[src/rtl/dotprod_ctrl_pkg.sv]
`default_nettype none
// ============================================================================
//  Module      : dotprod_ctrl_pkg
//  Description : Shared types and default sizes for the dot-product sequencer
//                and its RAM-port multiplexer.
//  Revision    : 1.0 - initial release
// ============================================================================
package dotprod_ctrl_pkg;

    // Default geometry of the operand RAMs and result path
    localparam int unsigned DEF_ADDR_W      = 16;
    localparam int unsigned DEF_DATA_W      = 32;

    // Default watchdog limit and counter width (counter must hold the limit)
    localparam int unsigned DEF_TIMEOUT_CYC = 1048576;
    localparam int unsigned DEF_TO_W        = 21;

    // Width of the job-length field on the command and engine interfaces
    localparam int unsigned CMD_N_W         = 32;

    // Sequencer states
    typedef enum logic [2:0] {
        ST_IDLE  = 3'd0,
        ST_LOAD  = 3'd1,
        ST_START = 3'd2,
        ST_RUN   = 3'd3,
        ST_HOLD  = 3'd4
    } ctrl_state_t;

    // Which agent drives a RAM port
    typedef enum logic [1:0] {
        PORT_IDLE = 2'd0,
        PORT_LOAD = 2'd1,
        PORT_ENG  = 2'd2
    } port_sel_t;

endpackage
`default_nettype wire

[src/rtl/dotprod_ram_port_mux.sv]
`default_nettype none
// ============================================================================
//  Module      : dotprod_ram_port_mux
//  Description : Combinational owner select for one operand RAM port. Drives
//                the host load path, the engine path, or a quiet (all-zero)
//                port.
//  Revision    : 1.0 - initial release
// ============================================================================
module dotprod_ram_port_mux
    import dotprod_ctrl_pkg::*;
#(
    parameter int unsigned ADDR_W = DEF_ADDR_W,
    parameter int unsigned DATA_W = DEF_DATA_W
) (
    input  port_sel_t           i_sel,
    input  logic                i_ld_we,
    input  logic [ADDR_W-1:0]   i_ld_addr,
    input  logic [DATA_W-1:0]   i_ld_din,
    input  logic                i_eng_rd_en,
    input  logic [ADDR_W-1:0]   i_eng_addr,
    input  logic [DATA_W-1:0]   i_eng_din,
    output logic                o_ram_we,
    output logic [ADDR_W-1:0]   o_ram_addr,
    output logic [DATA_W-1:0]   o_ram_din
);

    // Route the selected agent onto the RAM port; the engine writes whenever it is not reading
    always_comb begin
        o_ram_we   = 1'b0;
        o_ram_addr = '0;
        o_ram_din  = '0;
        case (i_sel)
            PORT_LOAD: begin
                o_ram_we   = i_ld_we;
                o_ram_addr = i_ld_addr;
                o_ram_din  = i_ld_din;
            end
            PORT_ENG: begin
                o_ram_we   = !i_eng_rd_en;
                o_ram_addr = i_eng_addr;
                o_ram_din  = i_eng_din;
            end
            default: begin
                o_ram_we   = 1'b0;
                o_ram_addr = '0;
                o_ram_din  = '0;
            end
        endcase
    end

endmodule
`default_nettype wire

[src/rtl/dotprod_seq_ctrl.sv]
`default_nettype none
// ============================================================================
//  Module      : dotprod_seq_ctrl
//  Description : Job sequencer and RAM-port arbiter for the dot-product
//                engine. Loads n operand pairs into RAM A/B, hands both ports
//                to the engine, waits for completion under a watchdog, and
//                returns the result on a valid/ready handshake.
//  Revision    : 1.0 - initial release
// ============================================================================
module dotprod_seq_ctrl
    import dotprod_ctrl_pkg::*;
#(
    parameter int unsigned ADDR_W      = DEF_ADDR_W,
    parameter int unsigned DATA_W      = DEF_DATA_W,
    parameter int unsigned DEPTH       = 1 << ADDR_W,
    parameter int unsigned TIMEOUT_CYC = DEF_TIMEOUT_CYC,
    parameter int unsigned TO_W        = DEF_TO_W
) (
    input  logic                clk,
    input  logic                rst,
    // job command
    input  logic                cmd_start,
    input  logic [CMD_N_W-1:0]  cmd_n,
    output logic                busy,
    // host operand loader
    input  logic                ld_valid,
    output logic                ld_ready,
    input  logic [DATA_W-1:0]   ld_a,
    input  logic [DATA_W-1:0]   ld_b,
    // operand RAM ports
    output logic                ram_a_we,
    output logic                ram_b_we,
    output logic [ADDR_W-1:0]   ram_a_addr,
    output logic [ADDR_W-1:0]   ram_b_addr,
    output logic [DATA_W-1:0]   ram_a_din,
    output logic [DATA_W-1:0]   ram_b_din,
    // engine control and RAM access
    output logic                eng_start,
    output logic [CMD_N_W-1:0]  eng_n,
    input  logic                eng_a_rd_en,
    input  logic                eng_b_rd_en,
    input  logic [ADDR_W-1:0]   eng_a_addr,
    input  logic [ADDR_W-1:0]   eng_b_addr,
    input  logic [DATA_W-1:0]   eng_a_out,
    input  logic [DATA_W-1:0]   eng_b_out,
    input  logic                eng_done,
    input  logic [DATA_W-1:0]   eng_result,
    // result handshake and errors
    output logic                res_valid,
    input  logic                res_ready,
    output logic [DATA_W-1:0]   res_data,
    output logic                err_len,
    output logic                err_timeout
);

    localparam logic [TO_W-1:0] c_WD_LAST = TO_W'(TIMEOUT_CYC - 1);

    ctrl_state_t          r_state;
    logic [ADDR_W-1:0]    r_addr;
    logic [CMD_N_W-1:0]   r_n_q;
    logic [TO_W-1:0]      r_wd;
    logic                 r_busy;
    logic                 r_ld_ready;
    logic                 r_eng_start;
    logic [CMD_N_W-1:0]   r_eng_n;
    logic                 r_res_valid;
    logic [DATA_W-1:0]    r_res_data;
    logic                 r_err_len;
    logic                 r_err_timeout;

    logic                 w_beat;
    logic                 w_last_beat;
    port_sel_t            w_port_sel;

    // A beat is a taken operand pair; the final one lands on address n_q-1
    assign w_beat      = (r_state == ST_LOAD) && r_ld_ready && ld_valid;
    assign w_last_beat = (CMD_N_W'(r_addr) == (r_n_q - CMD_N_W'(1)));

    // Port ownership follows the state; reset forces the ports quiet so no write leaks out
    always_comb begin
        w_port_sel = PORT_IDLE;
        if (!rst) begin
            case (r_state)
                ST_LOAD: w_port_sel = PORT_LOAD;
                ST_RUN:  w_port_sel = PORT_ENG;
                default: w_port_sel = PORT_IDLE;
            endcase
        end
    end

    // Sequencer: command decode, load addressing, engine launch, watchdog, result hold
    always_ff @(posedge clk) begin
        if (rst) begin
            r_state       <= ST_IDLE;
            r_addr        <= '0;
            r_n_q         <= '0;
            r_wd          <= '0;
            r_busy        <= 1'b0;
            r_ld_ready    <= 1'b0;
            r_eng_start   <= 1'b0;
            r_eng_n       <= '0;
            r_res_valid   <= 1'b0;
            r_res_data    <= '0;
            r_err_len     <= 1'b0;
            r_err_timeout <= 1'b0;
        end else begin
            r_eng_start   <= 1'b0;
            r_err_len     <= 1'b0;
            r_err_timeout <= 1'b0;
            case (r_state)
                ST_IDLE: begin
                    if (cmd_start) begin
                        if (cmd_n == '0) begin
                            // empty job: answer zero without touching the engine
                            r_res_data  <= '0;
                            r_res_valid <= 1'b1;
                            r_busy      <= 1'b1;
                            r_state     <= ST_HOLD;
                        end else if (cmd_n > DEPTH) begin
                            r_err_len   <= 1'b1;
                        end else begin
                            r_n_q       <= cmd_n;
                            r_addr      <= '0;
                            r_ld_ready  <= 1'b1;
                            r_busy      <= 1'b1;
                            r_state     <= ST_LOAD;
                        end
                    end
                end
                ST_LOAD: begin
                    if (w_beat) begin
                        // wraps to 0 after a full-depth load
                        r_addr <= r_addr + ADDR_W'(1);
                        if (w_last_beat) begin
                            r_ld_ready  <= 1'b0;
                            r_eng_start <= 1'b1;
                            r_eng_n     <= r_n_q;
                            r_state     <= ST_START;
                        end
                    end
                end
                ST_START: begin
                    r_wd    <= '0;
                    r_state <= ST_RUN;
                end
                ST_RUN: begin
                    // completion takes priority over a simultaneous watchdog expiry
                    if (eng_done) begin
                        r_res_data  <= eng_result;
                        r_res_valid <= 1'b1;
                        r_eng_n     <= '0;
                        r_state     <= ST_HOLD;
                    end else if (r_wd == c_WD_LAST) begin
                        r_err_timeout <= 1'b1;
                        r_busy        <= 1'b0;
                        r_eng_n       <= '0;
                        r_state       <= ST_IDLE;
                    end else begin
                        r_wd <= r_wd + TO_W'(1);
                    end
                end
                ST_HOLD: begin
                    if (res_ready) begin
                        r_res_valid <= 1'b0;
                        r_busy      <= 1'b0;
                        r_state     <= ST_IDLE;
                    end
                end
                default: begin
                    r_state     <= ST_IDLE;
                    r_busy      <= 1'b0;
                    r_ld_ready  <= 1'b0;
                    r_res_valid <= 1'b0;
                    r_eng_n     <= '0;
                end
            endcase
        end
    end

    assign busy        = r_busy;
    assign ld_ready    = r_ld_ready;
    assign eng_start   = r_eng_start;
    assign eng_n       = r_eng_n;
    assign res_valid   = r_res_valid;
    assign res_data    = r_res_data;
    assign err_len     = r_err_len;
    assign err_timeout = r_err_timeout;

    dotprod_ram_port_mux #(
        .ADDR_W (ADDR_W),
        .DATA_W (DATA_W)
    ) u_port_a (
        .i_sel       (w_port_sel),
        .i_ld_we     (w_beat),
        .i_ld_addr   (r_addr),
        .i_ld_din    (ld_a),
        .i_eng_rd_en (eng_a_rd_en),
        .i_eng_addr  (eng_a_addr),
        .i_eng_din   (eng_a_out),
        .o_ram_we    (ram_a_we),
        .o_ram_addr  (ram_a_addr),
        .o_ram_din   (ram_a_din)
    );

    dotprod_ram_port_mux #(
        .ADDR_W (ADDR_W),
        .DATA_W (DATA_W)
    ) u_port_b (
        .i_sel       (w_port_sel),
        .i_ld_we     (w_beat),
        .i_ld_addr   (r_addr),
        .i_ld_din    (ld_b),
        .i_eng_rd_en (eng_b_rd_en),
        .i_eng_addr  (eng_b_addr),
        .i_eng_din   (eng_b_out),
        .o_ram_we    (ram_b_we),
        .o_ram_addr  (ram_b_addr),
        .o_ram_din   (ram_b_din)
    );

endmodule
`default_nettype wire

[config.mk]
export PLATFORM = sky130hd
export DESIGN_NAME = dotprod_seq_ctrl
export DESIGN_NICKNAME = d
export VERILOG_FILES = /design/src/rtl/dotprod_ctrl_pkg.sv /design/src/rtl/dotprod_ram_port_mux.sv /design/src/rtl/dotprod_seq_ctrl.sv
export SDC_FILE = /design/constraint.sdc
export NUM_CORES = 1
export LEC_CHECK = 0
export CAP_MARGIN = 10
export CORE_AREA = 4 4 155 157
export CTS_BUF_LIST = sky130_fd_sc_hd__clkbuf_4 sky130_fd_sc_hd__clkbuf_8
export DETAILED_ROUTE_END_ITERATION = 8
export DIE_AREA = 0 0 159 161
export GPL_TIMING_DRIVEN = 0
export PLACE_DENSITY = 0.74
export SLEW_MARGIN = 20
export SYNTH_ARGS = -nofsm -noshare
export SYNTH_HDL_FRONTEND = slang
export SYNTH_SLANG_ARGS = --single-unit
export TNS_END_PERCENT = 10
[constraint.sdc]
create_clock -name clk -period 5.4 [get_ports clk]
set_input_delay 1.08 -clock clk [delete_from_list [all_inputs] [get_ports clk]]
set_output_delay 1.08 -clock clk [all_outputs]
set_load 0.01 [all_outputs]
==> run_results.csv, run 1 <==
group,metric,value,unit
detailed_routing,ant_nets,0,
final_layout,final_area,12100,um^2
detailed_routing,totalWireLength,33.8,mm
grt,grt_pass1_wl,50.1,mm
power,p_seq_share,47.1,%
detailed_routing,drt_pass1_iterations,5,
clock_tree,cts.sinks,142,
die,row_count,55,
timing,rsz0062_at_grt,"no",
worst_setup_path,crit_fanout,10,
timing,drv_slew,0,
clock_tree,ctsHtreeMaxLevel,4,
timing,period_share,97.0,%
yosys,synth_edf_count,0,
timing,whs,463,ps
grt,antenna_found_initial,1,
grt,track_usage,24.9,%
detailed_routing,drt_iter0_drc,705,
timing,slew_headroom,42.6,%
detailed_routing,detailroute.via_count,8670,
die,dieArea,25600,um^2
clock_tree,clk_pin_slew,80,ps
die,io_pins,400,
final_layout,drive_gt1_share,5.12,%
power,netSwitchingFraction,24.0,%
power,p_leak,4.15,nW
power,ir_drop,0.200,mV
yosys,synth_area_per_cell,7.84,um^2
detailed_routing,drc,0,
worst_setup_path,end_kind,"output pin",
final_layout,final_nets,1591,
place,globalplace.congestion,0.937,
outcome,status,"complete, no violations",
yosys,synth_fp_nets,1176,
place,place_hpwl,27.5,mm
clock_tree,cts_max_path_buffers,2,
worst_setup_path,arrival,4160,ps
clock_tree,cts_tree,"yes",
clock_tree,cts_buffers,17,
clock_tree,clock_latency,450,ps
worst_setup_path,crit_required,4320,ps
worst_setup_path,critPathKind,"input pin to output pin",
detailed_routing,avgViaCountPerCell,5.25,
timing,hold_viol,0,
place,io_buffers,399,
timing,worst_pin_slew,856,ps
die,die_w,159,um
yosys,synthCells,939,
timing,fmax,191,MHz
yosys,yosysWarnings,0,
yosys,synthArstFlopShare,0,%
timing,setup_violations,0,
hold_path,hp-class,"flip-flop to flip-flop",
yosys,ys_seq_elements,142,
grt,grt.overflow.total,0,
yosys,seq_area_frac_synth,38.6,%
grt,grt_pass1_vias,8416,
power,power_density,184,nW/um^2
die,start_util,32.7,%
power,p_comb_share,13.0,%
yosys,synth_area,7360,um^2
die,die_y,161,um
timing,final.min_clock_period,5240,ps
final_layout,syn_to_final_growth,65.0,%
power,clkPwrFrac,39.9,%
run,cap_violations,0,
detailed_routing,drt-wirelength-per-cell,20.5,um
power,switchingPower,0.535,mW
yosys,yosys.cell_types.count,62,
timing,clock_skew,9.50,ps
grt,grt_max_degree,17,
clock_tree,clockRootBuffer,"clkbuf_8",
clock_tree,cts.hold.buffers_added,0,
worst_setup_path,startpoint_type,"input pin",
die,core_area,22500,um^2
place,dpl-instance-area,11700,um^2
power,internal-power,1.70,mW
yosys,synth_ff_type,"dfxtp_1",
==> worst paths after layout <==
check / startpoint / end / slack [ps] / cells after the start
setup / recovery: rst / ram_b_din[22] / 160 / 9
hold / removal: eng_n[24] / eng_n[24] / 460 / 1
setup reg to reg: r_n_q[0] / eng_n[16] / 1850 / 11
hold reg to reg: eng_n[24] / eng_n[24] / 460 / 1
==> area by class of cell <==
class	count	area [um^2]
Buffer	68	303
Tap cell	285	357
Antenna cell	1	2.50
Inverter	13	48.8
Clock buffer	18	248
Clock inverter	13	165
Multi-Input combinational cell	713	4180
Fill cell	2086	10400
Sequential cell	142	2840
Timing Repair Buffer	399	3990
==> cell usage in the layout (no fill, tap or decap), drive strengths merged, types with 3 or more instances in the layout <==
cell type      count
o21ai             13
nand4b             3
xnor2             19
bufinv             3
nor3b              3
and4               5
nand2            105
a22o              18
a21oi             70
o31ai              3
clkinv             7
a22oi             97
ha                 5
nand2b             4
and3               8
buf               13
nor3              19
nand4             17
or3                9
and2              32
nor4              20
nor2             155
a211oi             9
xor2              27
dfxtp            142
o2111ai            3
or2                4
nor4b              3
o21a               3
o211ai             3
or4                7
nand3             17
nor2b              6
a31oi              4
nand3b             3
clkdlybuf4s50    399
clkbuf            73
inv               15
==> logic make-up (layout without fill, tap and decap cells) <==
| family | after synthesis | in the layout | share of synthesized area, % |
|---|---|---|---|
| xor gates and xnor gates | 46 | 46 | 5.48 |
| adders and majority gates | 6 | 6 | 0.986 |
| muxes | 2 | 2 | 0.272 |
| DFF | 142 | 142 | 38.6 |
| buffers and inverters | 84 | 511 | 4.74 |
| and+or+nand+nor | 426 | 426 | 28.6 |
| other | 0 | 1 | 0 |
| AOI/OAI and AO/OA | 233 | 233 | 21.3 |
==> state kept, by name, summed over array words and instances (netlist names) <==
register	count
busy	1
eng_n	32
eng_start	1
err_len	1
err_timeout	1
ld_ready	1
r_addr	16
r_n_q	32
r_state	3
r_wd	21
res_data	32
res_valid	1
==> what timing repair did <==
item / CTS / global route
setup endpoints to repair: 97 / 51
resized for setup: 10 / 6
setup buffers: 0 / 0
pin swaps: 0 / 0
==> synthesized netlist by cell type (all sizes together) (6+ instances only) <==
library cell  count  share of area, %
nor2            155               8.1
buf              14               1.2
a21oi            70               4.8
a211oi            9              0.92
and2             32               2.7
a22o             18               2.1
nor2b             6              0.51
or4               7              0.77
nand2           105               5.4
nor3             19               1.3
a22oi            97               9.9
nand3            17               1.3
dfxtp           142                39
clkbuf           57               2.9
xnor2            19               2.3
nand4            17               1.4
xor2             27               3.2
or3               9              0.77
o21ai            13              0.88
nor4             20               2.1
and3              8              0.70
inv              13              0.66
==> power by group through the flow <==
stage / logic, mW / clock network, mW / registers, mW
after CTS: 0.288 / 0.914 / 1.05
after detailed placement: 0.286 / 0 / 1.08
after global placement: 0.285 / 0 / 1.08
after global routing: 0.309 / 0.958 / 1.05
final: 0.290 / 0.891 / 1.05
after floorplan: 0.0698 / 0 / 1.08
==> layer usage <==
metal	up-vias	track usage, %	wire length (um)
met2	419	40.4	15600
met1	4017	30.1	13800
met4	0	7.97	995
met3	40	10.2	3470
met5	-	0	0
li1	4194	-	-
==> stage by stage <==
stage / TNS [ps] / cells / worst slack [ps] / power, mW / util [%]
floorplan: 0 / 939 / 1680 / 1.15 / -
global placement: -22520 / 1623 / -604 / 1.36 / 52.0
detailed placement: -24700 / 1623 / -644 / 1.36 / 52.1
CTS: 0 / 1651 / 20.4 / 2.25 / 53.9
global route: 0 / 1652 / 1.98 / 2.32 / 54.0
finish: 0 / 1652 / 165 / 2.23 / 54.0
==> critical path, stage by stage <==
cell and delay, ps:
clkdlybuf4s50_1 570, clkbuf_2 310, nor2_1 210, ha_2 330, clkbuf_2 310, buf_2 290, a22oi_1 130, nor2_2 290
clkdlybuf4s50_1 620
Note: power is estimated with default switching activity, not from simulation.
==> run 2: changes to the inputs <==
--- a/config.mk
+++ b/config.mk
@@ -11,6 +11,8 @@
 export DETAILED_ROUTE_END_ITERATION = 8
 export DIE_AREA = 0 0 159 161
 export GPL_TIMING_DRIVEN = 0
+export HOLD_SLACK_MARGIN = 0.05
+export MAX_ROUTING_LAYER = met4
 export PLACE_DENSITY = 0.74
 export SLEW_MARGIN = 20
 export SYNTH_ARGS = -nofsm -noshare
==> run 2 against run 1 <==
- first-iteration DRC count up 12%
- hold slack got worse by 1.4 ps
- critical path depth is the same
- combinational power barely moved
- fmax down 0.68%
- design area is essentially flat
- sequential cell count stayed put
- cell count barely moved
- power up 1.6%
- critical endpoint is now ram_b_din[13]
- highest routed layer unchanged
==> run_results.csv, run 2 (same netlist as run 1, synthesis figures left out) <==
group,metric,value,unit
place,dpl-instance-area,11700,um^2
timing,drv_slew,0,
final_layout,final_util,54.0,%
worst_setup_path,arrival,4190,ps
clock_tree,cts.sinks,142,
timing,setup_tns,0,ps
detailed_routing,met2_length,16.3,mm
worst_setup_path,crit_fanout,10,
die,die_y,161,um
final_layout,final_nets,1591,
die,die_w,159,um
detailed_routing,totalWireLength,34.3,mm
clock_tree,postCtsResizedCells,8,
place,io_buffers,399,
die,row_count,55,
final_layout,drive_gt1_share,4.90,%
timing,fmax,190,MHz
detailed_routing,dr.max_layer_used,"met4",
timing,clock_skew,12.3,ps
place,globalplace.congestion,0.951,
detailed_routing,drt_iter0_drc,793,
power,p_leak,4.14,nW
detailed_routing,met1_length,14.6,mm
place,place_ws,-610,ps
power,total_power,2.27,mW
clock_tree,cts.hold.buffers_added,0,
worst_setup_path,r2r_cells,10,
worst_setup_path,startpoint_type,"input pin",
place,placedCellCount,1623,
die,dieArea,25600,um^2
die,core_area,22500,um^2
worst_setup_path,crit_required,4320,ps
timing,period_share,97.6,%
grt,grt.overflow.total,0,
final_layout,final_area,12200,um^2
clock_tree,clock_latency,460,ps
timing,setup_ws,129,ps
timing,slew_headroom,41.5,%
timing,hold_viol,0,
detailed_routing,route.met3.wl,3.00,mm
clock_tree,clk_pin_slew,80,ps
timing,worst_pin_slew,870,ps
grt,grt_pass1_wl,50.9,mm
run,cap_violations,0,
final_layout,fill_cells,2076,
grt,track_usage,26.0,%
final_layout,final_cells,1653,
power,power_density,187,nW/um^2
clock_tree,ctsHtreeMaxLevel,4,
detailed_routing,ant_nets,0,
hold_path,hp-class,"flip-flop to flip-flop",
timing,whs,462,ps
detailed_routing,drt-wirelength-per-cell,20.7,um
detailed_routing,avgViaCountPerCell,5.29,
clock_tree,clockRootBuffer,"clkbuf_8",
timing,rsz0062_at_grt,"yes",
detailed_routing,drt_pass1_iterations,5,
power,ir_drop,0.228,mV
final_layout,final_cell_mix,"clkdlybuf4s50_1 (399), nor2_1 (153), dfxtp_1 (142)",
timing,setup_violations,0,
outcome,status,"complete, no violations",
clock_tree,cts_buffers,17,
timing,final.min_clock_period,5270,ps
worst_setup_path,critPathKind,"input pin to output pin",
clock_tree,cts_setup_buffers,0,
grt,grt_max_degree,17,
detailed_routing,drc,0,
clock_tree,cts_max_path_buffers,2,
worst_setup_path,end_kind,"output pin",
grt,antenna_found_initial,1,
die,io_pins,400,
place,place_hpwl,27.8,mm
final_layout,multiInputGateArea,4180,um^2
clock_tree,cts_tree,"yes",
final_layout,syn_to_final_growth,65.1,%
detailed_routing,detailroute.via_count,8748,
grt,grt_pass1_vias,8575,
die,start_util,32.7,%
hold_path,holdPathStages,1,
final_layout,final-seq-area,2840,um^2
final_layout,final_common_cell,"clkdlybuf4s50_1",
[run 2: final timing paths]
kind	start	slack, ps	to
setup / recovery	rst	130	ram_b_din[13]
hold / removal	eng_n[28]	460	eng_n[28]
setup reg to reg	r_n_q[9]	1800	eng_n[17]
hold reg to reg	eng_n[28]	460	eng_n[28]
[run 2: layer usage]
layer,GRT usage [%],vias to the layer above
met4,4.62,0
li1,-,4191
met5,-,-
met1,32.4,4132
met2,42.4,397
met3,7.73,28
[run 2: worst max-delay path, stage by stage]
cell and delay [ps]:
clkdlybuf4s50_1 660, clkbuf_2 330, nor2_1 120, inv_1 120, ha_2 360, clkbuf_1 420
a22oi_1 140, nor2_1 310, clkdlybuf4s50_1 640
[run 2: layout make-up]
cell class	count	share of cell area [%]
buffer	68	2.46
multi-input combinational	713	34.4
clock inverter	15	1.60
inverter	13	0.402
antenna	1	0.0206
sequential	142	23.4
timing repair buffer	399	32.9
tap	285	2.93
clock buffer	17	1.93
[run 2: where the power goes]
group	leakage, nW	switching, mW	internal, mW
Clock	0.212	0.455	0.471
Sequential	1.14	0.00255	1.05
Combinational	2.78	0.111	0.180
Total	4.14	0.569	1.70
==> edit 1: new RTL, config.mk and constraints of run 1 <==
`DEF_ADDR_W`: 16 -> 15.
--- a/src/rtl/dotprod_ctrl_pkg.sv
+++ b/src/rtl/dotprod_ctrl_pkg.sv
@@ -8,7 +8,7 @@
 package dotprod_ctrl_pkg;
 
     // Default geometry of the operand RAMs and result path
-    localparam int unsigned DEF_ADDR_W      = 16;
+    localparam int unsigned DEF_ADDR_W      = 15;
     localparam int unsigned DEF_DATA_W      = 32;
 
     // Default watchdog limit and counter width (counter must hold the limit)
Ports: changed (resized eng_a_addr, eng_b_addr, ram_a_addr and ram_b_addr); port bits go from 400 to 396. The function was not compared with the original's and may differ.
==> edit 1 against run 1 <==
- core utilization increased by 0.53 points
- sequential cell count down 1
- highest routed layer unchanged
- routed wire length is 3.7% higher
- total power fell by 9.3%
- non-clock buffer count is 1 lower
- largest cell class is now multi-input gates
- critical endpoint is now ram_a_din[17]
- worst setup slack lost 62 ps
- hold slack better by 1.8 ps
- cell area up 0.99%
- area after synthesis rose by 2.5%
==> edit 1: results (changes against run 1) <==
Place
  – Port Buffers: 395 (-1.0%)
  – Placed inst area: 11850 sq um (+1.2%)
  – Dpl hpwl: 29000 microns (+5.5%)
  – Placed insts: 1636 (+0.80%)
  – GPL Wtd Cong: 0.9918 (+5.8%)

GRT
  – Initial antenna violation count: 0 (-1)
  – Gr usage total: 25.71% (+0.86 points)
  – First-pass GRT wire length: 51800 microns (+3.4%)
  – Largest net degree at the start of global routing: 17 (unchanged)
  – Vias in the first global route: 8608 (+2.3%)

Final layout
  – N_diodes: 0 (-1)
  – Fill cell count: 2101 (+0.72%)
  – Share of layout cells above drive strength 1: 8.032% (+2.9 points)
  – Final cell count without fillers: 1667 (+0.91%)

Synth
  – Synth top cells by count: 165 x nor2_1, 141 x dfxtp_1, 96 x a22oi_1
  – Register area share after synthesis: 37.42% (-1.2 points)
  – Syn Inst Count: 956 (+1.8%)
  – FFs w/ async S/R, synth: 0% (unchanged)
  – Top post-synthesis cells by area: dfxtp_1 37%, a22oi_1 9.6%, nor2_1 8.2%
  – Yosys cell types: 67 (+8.1%)
  – Syn Nets: 1191 (+1.3%)

Worst setup path
  – CP max stage delay: 590 ps (-30 ps)
  – WP data arrival: 4220 ps (+60 ps)

Drt
  – Post-Route WL: 35090 microns (+3.7%)
  – Vias: 8956 (+3.3%)
  – Initial DRT Pass Iterations: 6 (+1)
  – DRT iter0 DRCs: 773 (+9.6%)

STA
  – Clk_skew: 14.46 ps (+4.959 ps)
  – Worst slew pin tran: 1010 ps (+153.9 ps)

Clocking
  – CTS root buffer: clkbuf_8
  – Post_cts resized: 24 (+14)

Power and ir drop
  – Worst vdd rail ir drop: 171.2 uV (-14%)
  – Pleak: 4.307 nW (+3.9%)

Run status
  – Run status: completed
edit 1: cell types whose count changed in the layout (fill, tap and decap cells not counted), moves of 9 or more:
cell      delta
mux2i_1     +16
nand2_1     -23
clkbuf_2     +9
a21oi_1     -11
a22o_2      +17
a22o_1      -18
edit 1: final timing paths:
path	start	to	slack (ps)	cells after the start
max	rst	ram_a_din[17]	100	10
min	eng_n[29]	eng_n[29]	470	1
max reg2reg	r_n_q[0]	eng_n[15]	1390	12
min reg2reg	eng_n[29]	eng_n[29]	470	1
edit 1: critical path, delay by kind of cell:
family	cells	cell delay, ps
adder cells (fa/ha/maj)	1	260
AND/OR/NAND/NOR	2	640
buffers and inverters	7	2220
edit 1: area by class of cell:
type                            instances  area share (%)
Buffer                                 71           2.745
Timing Repair Buffer                  395           32.24
Clock buffer                           17           1.908
Inverter                               15          0.4591
Tap cell                              285           2.908
Clock inverter                         15          0.9387
Multi-Input combinational cell        728           35.78
Sequential cell                       141           23.02
edit 1: logic make-up after synthesis:
family | synth area share (%)
simple gates | 28.00
compound gates | 21.46
flops | 37.42
buf+inv | 4.843
xor+xnor | 4.760
mux | 2.687
fa+ha+maj | 0.8293
edit 1: per-stage QoR:
step                TNS [ps]  power (mW)  util (%)  worst slack (ps)
detailed placement    -29760       1.275     52.68            -733.0
global route          -12.58       2.092     54.50            -12.58
finish                     0       2.024     54.50             103.1
CTS                        0       2.047     54.42             2.119
global placement      -31690       1.274     52.68            -747.9
floorplan                  0       1.086         -              1536
edit 1: where the power goes:
| group | internal, mW | switching (mW) |
|---|---|---|
| combinational | 0.154 | 0.0574 |
| sequential | 1.04 | 0.000735 |
| clock | 0.324 | 0.448 |
| total | 1.52 | 0.506 |
edit 1: metal layers:
| layer | track usage, % | share of wire (%) |
|---|---|---|
| met1 | 32.98 | 42 |
| met4 | 4.970 | 1.7 |
| met3 | 7.247 | 8.6 |
| met5 | 0 | 0 |
| met2 | 43.68 | 48 |
==> edit 2: new RTL, config.mk and constraints of run 1 <==
Made on the original files. Re-encode `ctrl_state_t` (5 states) as one-hot, 5 bits wide.
--- a/src/rtl/dotprod_ctrl_pkg.sv
+++ b/src/rtl/dotprod_ctrl_pkg.sv
@@ -19,12 +19,12 @@
     localparam int unsigned CMD_N_W         = 32;
 
     // Sequencer states
-    typedef enum logic [2:0] {
-        ST_IDLE  = 3'd0,
-        ST_LOAD  = 3'd1,
-        ST_START = 3'd2,
-        ST_RUN   = 3'd3,
-        ST_HOLD  = 3'd4
+    typedef enum logic [4:0] {
+        ST_IDLE  = 5'b00001,
+        ST_LOAD  = 5'b00010,
+        ST_START = 5'b00100,
+        ST_RUN   = 5'b01000,
+        ST_HOLD  = 5'b10000
     } ctrl_state_t;
 
     // Which agent drives a RAM port
Behaviour: no difference found for any inputs over 4 cycles, from zero or initial values and one cycle with rst high; so few cycles prove little.
==> edit 2 against run 1 <==
- global-route usage increased by 1.6 points
- worst setup slack improved by 98 ps
- critical path depth increased by 2
- largest cell class is now multi-input gates
- sequential share of layout area decreased by 0.79 points
- sequential cell count increased by 2
- area after synthesis increased by 8.6%
- routed wire length increased by 6.3%
- cell area increased by 5.0%
- first-iteration DRC count increased by 30%
- critical endpoint is now ram_b_din[17]
- via count increased by 12%
Power is not compared: it rests on default switching activity, and its combinational part moved more than twofold at a synthesized area within 25%.
==> edit 2: results (changes against run 1) <==
Place
  – Placed inst area: 12330 sq um (+5.3%)
  – GPL Wtd Cong: 0.9707 (+3.6%)
  – Place WS: -177.3 ps (+466.3 ps)
  – Dpl hpwl: 29270 microns (+6.6%)
  – Placed insts: 1725 (+6.3%)
  – Port Buffers: 398 (-0.25%)

Run status
  – Run status: completed

Clocking
  – Clock Tree Buf Depth: 2 (unchanged)
  – CTS H-Tree Depth: 4 (unchanged)
  – Postcts setup bufs: 0 (unchanged)
  – Number of buffers created by CTS: 17 (unchanged)
  – CTS root buffer: clkbuf_8
  – CTS clk-pin slew, worst paths: 90 ps
  – Worst-Skew Late Latency: 460 ps

Synth
  – Syn Inst Count: 1042 (+11%)
  – Yosys cell types: 68 (+9.7%)
  – Register area share after synthesis: 36.07% (-2.6 points)
  – Synth top cells by count: 158 x nor2_1, 144 x dfxtp_1, 123 x nand2_1
  – Ys Warns: 0 (unchanged)
  – FFs w/ async S/R, synth: 0% (unchanged)
  – Syn Nets: 1279 (+8.8%)
  – Top post-synthesis cells by area: dfxtp_1 36%, a22oi_1 9.0%, nor2_1 7.4%

Worst setup path
  – CP Launch Point: rst
  – CP max stage delay: 540 ps (-80 ps)
  – WP data arrival: 4060 ps (-100 ps)
  – Reg-to-reg setup timing slack: 1610 ps (-240 ps)
  – CP Max Fanout: 10 (unchanged)
  – Reg-to-Reg Start: r_n_q[0]
  – CP max-delay cell: clkdlybuf4s50_1

Final layout
  – Share of layout cells above drive strength 1: 4.963% (-0.16 points)
  – Fill cell count: 2088 (+0.096%)

Power and ir drop
  – Worst vdd rail ir drop: 229.2 uV
  – Pleak: 4.177 nW

GRT
  – Largest net degree at the start of global routing: 17 (unchanged)
  – Met2 usage: 45.10% (+4.7 points)
  – Initial antenna violation count: 1 (unchanged)
  – First-pass GRT wire length: 54200 microns (+8.2%)
  – Gr usage total: 26.50% (+1.6 points)
  – Met3 usage: 7.502% (-2.7 points)
  – Total grt overflow: 0 (unchanged)
  – Vias in the first global route: 9327 (+11%)
  – Met1 usage: 33.51% (+3.4 points)

Drt
  – Post-DR vias/cell: 5.520 (+5.2%)
  – DRT iter0 DRCs: 918 (+30%)
  – Initial DRT Pass Iterations: 5 (unchanged)
  – Vias: 9705 (+12%)
  – WL/cell: 20.45 microns (-0.13%)

Hold path
  – Hold WC Path Type: reg2reg
  – Worst hold start: eng_n[31]

STA
  – Max-Slew Margin vs Limit: 40.15% (-2.4 points)
  – Clk_skew: 12.62 ps (+3.116 ps)
  – Fmax: 194.7 MHz (+1.9%)
  – Hold_ws: 475.5 ps (+12.23 ps)
==> edit 2: cell count changes in the layout (fill, tap and decap cells not counted), sizes merged, moves of 6 or more <==
cell / delta
nor3b: +13
clkbuf: +18
nor4: +6
o211ai: +15
and2: -27
a21oi: +24
a22o: -18
xnor2: +9
nand2: +18
xor2: -11
nand4: +24
and3: +14
==> edit 2: final timing paths <==
check             endpoint  cells past startpoint
max          ram_b_din[17]                     11
min              eng_n[31]                      1
max reg2reg      eng_n[28]                     13
min reg2reg      eng_n[31]                      1
==> edit 2: routing by layer <==
layer,share of wire (%),routed length (microns)
met1,41,14770
met2,48,17320
met3,9.0,3242
met4,1.7,619
met5,0,0
==> edit 2: power by group <==
part / internal, mW / leakage (nW) / switching [mW]
Sequential: 1.13 / 1.16 / 0.0893
Combinational: 0.804 / 2.81 / 1.18
Clock: 0.430 / 0.200 / 0.455
==> edit 2: area by class of cell <==
class | count | share of cell area [%]
antenna | 2 | 0.03927
buffer | 89 | 3.200
clock buffer | 19 | 1.954
clock inverter | 13 | 1.198
inverter | 13 | 0.3829
multi-input combinational | 795 | 36.55
sequential | 144 | 22.62
tap | 285 | 2.798
timing repair buffer | 398 | 31.26
==> edit 2: per-stage QoR <==
stage	power [mW]	util [%]	TNS, ps
after floorplan	2.563	-	0
after global placement	3.156	54.81	-783.7
after detailed placement	3.179	54.81	-1548
after CTS	4.057	56.61	0
after global routing	4.337	56.63	0
final	4.093	56.64	0
==> edit 2: worst max-delay path, delay by kind of cell <==
family / cells / cell delay (ps)
buffers and inverters: 8 / 2520
and+or+nand+nor: 2 / 340
adders and majority gates: 1 / 110
==> edit 2: cells by family (layout without fill, tap and decap cells) <==
logic type | count (synthesis) | in the layout | share of synthesized area, %
adder cells (fa/ha/maj) | 5 | 5 | 0.7827
XOR/XNOR | 45 | 45 | 5.103
AND/OR/NAND/NOR | 476 | 476 | 30.15
multiplexers | 2 | 2 | 0.2661
buffers and inverters | 103 | 532 | 5.651
other | 0 | 2 | 0
flip-flops | 144 | 144 | 36.07
AO/OA/AOI/OAI | 267 | 267 | 21.98
==> edit 2: repair_timing <==
item / in CTS / in global routing
resized for setup: 3 / 4
cloned: 0 / 0
endpoints found under the setup margin: 33 / 41
pin swaps: 0 / 0
